--- src/rtl/fifo_arb_pkg.sv ---
// Shared types and helpers for the FIFO write-port arbiter.
// Optional feature macro: WR_ARB_STATS_EN (see fifo_wr_arbiter).
package fifo_arb_pkg;

    localparam int unsigned MAX_REQ = 8;
    localparam int unsigned STATS_W = 16;

    typedef enum logic {
        ARB_IDLE  = 1'b0,
        ARB_BURST = 1'b1
    } arb_state_t;

    // First set bit of valid[n-1:0], searching upward from last+1 and wrapping.
    function automatic logic [2:0] rr_pick(input logic [MAX_REQ-1:0] valid,
                                           input logic [2:0]         last,
                                           input int unsigned        n);
        logic [2:0]  win;
        logic        found;
        int unsigned idx;
        logic [2:0]  idx3;
        win   = '0;
        found = 1'b0;
        for (int unsigned k = 1; k <= n; k++) begin
            idx  = (32'(last) + k) % n;
            idx3 = 3'(idx);
            if (!found && valid[idx3]) begin
                win   = idx3;
                found = 1'b1;
            end
        end
        return win;
    endfunction

endpackage

--- src/rtl/fifo_wr_arbiter_rr_pick_n.sv ---
// Combinational round-robin priority picker over N requesters.
module rr_pick_n
    import fifo_arb_pkg::*;
#(
    parameter int N = 4
) (
    input  logic [N-1:0]         i_valid,
    input  logic [$clog2(N)-1:0] i_last,
    output logic [$clog2(N)-1:0] o_win,
    output logic                 o_any
);

    localparam int GW = $clog2(N);

    logic [MAX_REQ-1:0] w_valid8;
    logic [2:0]         w_last3;
    logic [2:0]         w_win3;

    // Widen to the helper's fixed width, pick, then narrow back.
    always_comb begin
        w_valid8 = MAX_REQ'(i_valid);
        w_last3  = 3'(i_last);
        w_win3   = rr_pick(w_valid8, w_last3, N);
        o_win    = GW'(w_win3);
        o_any    = |i_valid;
    end

endmodule

--- src/rtl/fifo_wr_arbiter.sv ---
// Round-robin arbiter sharing an async FIFO write port among N_REQ requesters.
// Each grant lasts up to BURST_LEN beats; writes are suppressed while wfull=1.
// Optional macro WR_ARB_STATS_EN adds per-requester beat counters (beat_cnt)
// with a synchronous clear input (stats_clr).
module fifo_wr_arbiter
    import fifo_arb_pkg::*;
#(
    parameter int N_REQ     = 4,
    parameter int DATA_SIZE = 8,
    parameter int BURST_LEN = 4
) (
    input  logic                         wclk,
    input  logic                         wrst_n,
    input  logic [N_REQ-1:0]             req_valid,
    input  logic [N_REQ*DATA_SIZE-1:0]   req_data,
    output logic [N_REQ-1:0]             req_ready,
    input  logic                         wfull,
    output logic                         winc,
    output logic [DATA_SIZE-1:0]         wdata,
    output logic [$clog2(N_REQ)-1:0]     grant_id,
    output logic                         busy
`ifdef WR_ARB_STATS_EN
    ,
    output logic [N_REQ*STATS_W-1:0]     beat_cnt,
    input  logic                         stats_clr
`endif
);

    localparam int GW = $clog2(N_REQ);
    localparam int CW = $clog2(BURST_LEN) + 1;

    arb_state_t       r_state;
    logic [GW-1:0]    r_grant;
    logic [GW-1:0]    r_last;
    logic [CW-1:0]    r_count;

    logic [GW-1:0]    w_win;
    logic             w_any;
    logic             w_beat;
    logic             w_owner_valid;

    rr_pick_n #(.N(N_REQ)) u_pick (
        .i_valid (req_valid),
        .i_last  (r_last),
        .o_win   (w_win),
        .o_any   (w_any)
    );

    // Beat qualification and write-port data mux from the current owner.
    always_comb begin
        w_owner_valid = req_valid[r_grant];
        w_beat        = (r_state == ARB_BURST) && w_owner_valid && !wfull;
        winc          = w_beat;
        req_ready     = w_beat ? (N_REQ'(1) << r_grant) : '0;
        wdata         = req_data[r_grant*DATA_SIZE +: DATA_SIZE];
        grant_id      = r_grant;
        busy          = (r_state == ARB_BURST);
    end

    // Arbitration FSM: grant in IDLE, count beats in BURST, end on length or drop.
    always_ff @(posedge wclk or negedge wrst_n) begin
        if (!wrst_n) begin
            r_state <= ARB_IDLE;
            r_grant <= '0;
            r_last  <= GW'(N_REQ - 1);
            r_count <= '0;
        end else begin
            case (r_state)
                ARB_IDLE: begin
                    if (w_any) begin
                        r_state <= ARB_BURST;
                        r_grant <= w_win;
                        r_last  <= w_win;
                        r_count <= '0;
                    end
                end
                ARB_BURST: begin
                    if (!w_owner_valid) begin
                        r_state <= ARB_IDLE;
                        r_count <= '0;
                    end else if (w_beat) begin
                        if (r_count == CW'(BURST_LEN - 1)) begin
                            r_state <= ARB_IDLE;
                            r_count <= '0;
                        end else begin
                            r_count <= r_count + 1'b1;
                        end
                    end
                end
                default: begin
                    r_state <= ARB_IDLE;
                    r_count <= '0;
                end
            endcase
        end
    end

`ifdef WR_ARB_STATS_EN
    logic [STATS_W-1:0] r_stats [N_REQ];

    for (genvar g = 0; g < N_REQ; g++) begin : g_stats
        // Saturating accepted-beat counter; clear takes priority over a beat.
        always_ff @(posedge wclk or negedge wrst_n) begin
            if (!wrst_n) begin
                r_stats[g] <= '0;
            end else if (stats_clr) begin
                r_stats[g] <= '0;
            end else if (w_beat && (r_grant == GW'(g)) && (r_stats[g] != '1)) begin
                r_stats[g] <= r_stats[g] + 1'b1;
            end
        end
        assign beat_cnt[g*STATS_W +: STATS_W] = r_stats[g];
    end
`endif

endmodule

--- config.mk ---
export PLATFORM = sky130hd
export DESIGN_NAME = fifo_wr_arbiter
export DESIGN_NICKNAME = d
export VERILOG_FILES = /design/src/rtl/fifo_arb_pkg.sv /design/src/rtl/fifo_wr_arbiter_rr_pick_n.sv /design/src/rtl/fifo_wr_arbiter.sv
export SDC_FILE = /design/constraint.sdc
export NUM_CORES = 1
export LEC_CHECK = 0
export ABC_AREA = 1
export BUFFER_PORTS_ARGS = -buffer_cell sky130_fd_sc_hd__buf_2
export CORE_MARGIN = 2
export CORE_UTILIZATION = 25
export CTS_CLUSTER_SIZE = 40
export DETAILED_ROUTE_END_ITERATION = 16
export PLACE_DENSITY_LB_ADDON = 0.05
export SETUP_SLACK_MARGIN = 0.15
export SLEW_MARGIN = 20
export SYNTH_ARGS = -nofsm -noshare
export SYNTH_HDL_FRONTEND = slang
export SYNTH_SLANG_ARGS = --single-unit
--- constraint.sdc ---
create_clock -name wclk -period 3.55 [get_ports wclk]
set_input_delay 0.1775 -clock wclk [delete_from_list [all_inputs] [get_ports wclk]]
set_output_delay 0.1775 -clock wclk [all_outputs]
set_load 0.03 [all_outputs]
---- After elaboration in Yosys (flattened, before gate mapping) ----
Index checks and enable logic that the tools add are counted.
operators by class
  $add $sub $neg .......................... 5
  order comparisons ....................... 5
  eq/ne operators ......................... 3
  shift operators ......................... 2
  multiplexer cells ....................... 28
  bitwise operators ....................... 1
  reductions and logical operators ........ 12
operators with widths
  operator             count
  $shiftx 32x6->8      1
  $lt 2x4->1 const B   4
  $mux 1               12
  $mux 3               4
  $bmux 1 s2           5
  $mux 2               4
  $pmux 3 s2           1
  $logic_and 1x1->1    5
  $add 2x1->2 const B  2
  $add 2x2->2 const B  2
  $logic_not 1->1      4
  $mux 4               1
  $reduce_and 2->1     2
  $reduce_or 4->1      1
  $shl 1x2->4 const A  1
  $add 3x1->3 const B  1
  $eq 3x2->1 const B   1
  $lt 2x3->1 const B   1
  $ne 3x3->1 const B   1
  $ne 2x1->1 const B   1
  $pmux 1 s2           1
  $not 1->1            1
storage, ports and cells
  register bits after elaboration ......... 8
  input bits .............................. 39
  output and inout port bits .............. 16

---- Longest topological paths before layout ----
  word-level depth ........................ 13
  depth in mapped cells ................... 11
  mapped depth without buffers ............ 11

---- Modules after synthesis ----
Synthesis repeated with hierarchy kept, for this count alone.
unflattened totals
  cells, all modules ...................... 144
  area total of the unflattened synthesis .. 988.4 um2
by module, submodules not included
  module           instances  cells an instance  area each (um2)  sequential area each (um2)
  fifo_wr_arbiter  1          94                 686.9            202.7
  rr_pick_n        1          50                 301.5            0.0

---- Worst setup path before layout ----
Ideal clock, no wire load.
  kind .................................... flip-flop to output port
  start ................................... register r_grant[0], in the netlist grant_id[0]
  end ..................................... output port req_ready[1]
  arrival ................................. 1.943 ns
  data required time ...................... 3.372 ns
  setup slack ............................. 1.429 ns
  cell stages (with the launch flop) ...... 9
  cell sequence ........................... dfrtp_1 > buf_6 > nor2_4 > nand2_1 > nand4_2 > nand2_2 > nor2_2 > inv_2 > nor2_1
between the ends
  word-level cells in the longest chain between the ends .. 5
  elaborated cells on any way between the ends .. 6
RTL lines
  what                            line                   text
  start, declared                 fifo_wr_arbiter.sv:33  logic [GW-1:0] r_grant;
  start signal, assigned          fifo_wr_arbiter.sv:72  r_grant <= w_win;
  $bmux 1 s2                      fifo_wr_arbiter.sv:51  w_owner_valid = req_valid[r_grant];
  $mux 1 (not written as such)    fifo_wr_arbiter.sv:51
  $logic_and 1x1->1 (2 in a row)  fifo_wr_arbiter.sv:52  w_beat = (r_state == ARB_BURST) && w_owner_valid && !wfull;
  named net winc                  fifo_wr_arbiter.sv:18  output logic winc,
  $mux 4                          fifo_wr_arbiter.sv:54  req_ready = w_beat ? (N_REQ'(1) << r_grant) : '0;
  end, declared                   fifo_wr_arbiter.sv:16  output logic [N_REQ-1:0] req_ready,
The timed path passes the listed nets, and every way through them passes these cells. The select of a mux whose other input is x is not followed.

---- Worst setup path in the final report ----
  start ................................... register r_grant[1], in the netlist grant_id[1]
  end ..................................... output port req_ready[0]
between the ends
  word-level cells in the longest chain between the ends .. 5
  elaborated cells on any way between the ends .. 6
RTL lines
  what                            line
  $bmux 1 s2                      fifo_wr_arbiter.sv:51
  $mux 1 (not written as such)    fifo_wr_arbiter.sv:51
  $logic_and 1x1->1 (2 in a row)  fifo_wr_arbiter.sv:52
  $mux 4 (*)                      fifo_wr_arbiter.sv:54
Every way passes the cells marked *; elsewhere a longest branch is shown, timed or not. The select of a mux whose other input is x is not followed.

==> results_dict.tcl <==
set metrics [dict create \
    ys_dominant_reg_cell "dfrtp_1" \
    grtUsageMet1_pct 17.86 \
    synth_edf_count 0 \
    clk_latency_ns 0.26 \
    start_util_pct 26.61 \
    path_max_fanout 22 \
    grt-busiest-layer "met2" \
    power_frac_seq_pct 21.3 \
    placed_area_um2 1195 \
    hold_class "input pin to flop" \
    maxCapViolations 0 \
    yosysWarnings 0 \
    synth_seq_cells 8 \
    p_comb_share_pct 71.7 \
    synth_top_area_share_pct 17.75 \
    crit_type "flop to primary output" \
    fin_crit_sh_pct 66.65 \
    vias 1136 \
    p_sw_w 0.0006703 \
    syn_nets 182 \
    routed_wl_um 2758 \
    dp_hpwl_um 2207 \
    total_power_w 0.001101 \
    worstPathRequired_ns 3.37 \
    clockPowerShare_pct 6.9 \
    core_um2 3390 \
    grt_max_degree 23 \
    nets 237 \
    areaGrowthSynthToFinish_pct 36.48 \
    drt-wirelength-per-cell_um 11.40 \
    fin_worst_skew_ns 0.009241 \
    slew_headroom_pct 54.35 \
    dieArea_um2 4105 \
    fin_area_um2 1231 \
    p_int_w 0.0004310 \
    num_rows 21 \
    irDropWorstVdd_mv 0.4207 \
    clockBufferDepth 2 \
    yosysUniqueCellTypes 28 \
    fin_cells 242 \
    synthCells 142 \
    numPortBuffers 54 \
    die_h_um 64.07 \
    final_common_cell "buf_2" \
    dp_cells 237 \
    leakage_nw 0.6571 \
    worst_setup_path_start_kind "flop" \
    grt_usage_pct 13.33 \
    fillers 374 \
    fin_util_pct 36.32 \
    max_freq_mhz 422.6 \
    syn_area_um2 902.1 \
    synth_top_area_cell "nand3_1" \
    gr-usage-met2_pct 21.48 \
    final_hold_viol_count 0 \
    drv_slew 0 \
    status "finished, final reports clean" \
    synth_area_per_cell_um2 6.353 \
    ctsHtreeMaxLevel 1 \
    rsz0062_at_grt "false" \
    rrSetupSlack_ns 1.63 \
    tightest_slew_ns 0.6848 \
    setup-tns-final_ns 0 \
    switching_share_pct 60.86 \
    clkTransAtPathRegs_ns 0.06 \
    ios 55 \
    drtPass1Iterations 6 \
    ys_seq_area_share_pct 22.47 \
    setup_viol 0 \
    cts-root-buf "clkbuf_4" \
    overflow 0 \
    synthTopCellsByArea "nand3_1 (18%), nand2_1 (17%), dfrtp_1 (17%)" \
    routed_via_density 4.694 \
    antenna_left 0 \
    layout_common_cells "buf_2 (54), nand2_1 (41), nand3_1 (32)" \
    synth-async-reset-ratio_pct 100.0 \
    cts_buffers 3 \
    crit_arrival_ns 2.19 \
    drt_iter0_markers 91 \
    gp_congestion 0.7768 \
    final.min_clock_period_ns 2.366 \
    grt_pass1_wl_um 4485 \
    die_w_um 64.07 \
    cts_tree "yes" \
    cp-end-kind "primary output" \
    antenna_found_initial 0 \
    post_cts_buffers 0 \
    cts_sinks 8 \
    grt_pass1_vias 1010 \
    p_per_area_nw_per_um2 894.5 \
    use_met3_pct 3.169 \
    drive_gt1_share_pct 39.80 \
    diodes 0 \
    drc_errors 0 \
]
==> per-layer routing <==
layer	share of wire [%]	routed length (um)
met1	45	1230
met2	43	1199
met3	11	306
met4	0.80	22
met5	0	0
==> final timing paths <==
check / startpoint / endpoint / cells past startpoint
worst min-delay path: wfull / busy / 3
worst min register to register: r_count[1] / r_count[1] / 2
worst max-delay path: grant_id[1] / req_ready[0] / 10
min in group asynchronous: wrst_n / r_count[1] / 2
worst max register to register: grant_id[1] / r_count[2] / 8
max in group asynchronous: wrst_n / r_last[1] / 2
==> state kept, by name, indices dropped and copies added (netlist names) <==
name / cells
busy: 1
grant_id: 2
r_last: 2
r_count: 3
==> final cells by class <==
cell class                      count  area, um^2  area share, %
Tap cell                           46       57.56          4.675
Sequential cell                     8       202.7          16.46
Inverter                           13       51.30          4.167
Timing Repair Buffer               55       280.3          22.76
Multi-Input combinational cell    116       613.1          49.80
Clock buffer                        4       26.28          2.134
==> power by group through the flow <==
stage               Sequential (W)  Combinational (W)  Clock [W]
detailed placement        0.000239           0.000795          0
floorplan                 0.000202           0.000651          0
CTS                       0.000238           0.000798  0.0000800
finish                    0.000235           0.000790  0.0000761
global route              0.000250           0.000886  0.0000866
global placement          0.000235           0.000795          0
==> critical path, stage by stage (launching register included) <==
cell and delay (ns):
dfrtp_1 0.78, inv_1 0.26, nand2_2 0.16, inv_4 0.08
nand2_2 0.06, nand4_2 0.09, nand2_2 0.12, nor2_2 0.05
inv_2 0.09, nor3_2 0.04, buf_2 0.20
==> cells in the mapped netlist, types with 2 or more instances <==
cell type	number
o21ai_0	4
nor3_2	3
inv_1	9
nand3_1	32
buf_4	2
nor2_1	6
nand4_1	3
o21ai_1	2
dfstp_2	2
inv_2	3
dfrtp_1	6
a22oi_1	8
nand2_2	6
nand2_1	41
nor2_2	2
==> repair_timing <==
action / in CTS / in global routing
gates resized for setup: 0 / 0
endpoints found under the hold margin: 8 / 0
hold buffers: 1 / 0
==> logic make-up (layout without fill, tap and decap cells) <==
| family | after synthesis | in the layout | synth area share (%) |
|---|---|---|---|
| flops | 8 | 8 | 22.47 |
| simple gates | 97 | 97 | 52.15 |
| compound gates | 18 | 18 | 14.43 |
| fa+ha+maj | 1 | 1 | 1.387 |
| buf+inv | 18 | 72 | 9.569 |
==> metrics by stage <==
step | hold slack, ns | setup slack, ns
2_1_floorplan | -0.1181 | 1.429
3_3_place_gp | 0.02983 | 1.542
3_5_place_dp | 0.03466 | 1.441
4_1_cts | 0.2646 | 1.146
5_1_grt | 0.3013 | 0.9813
6_report | 0.2695 | 1.184
(Power assumes the default switching activity.)
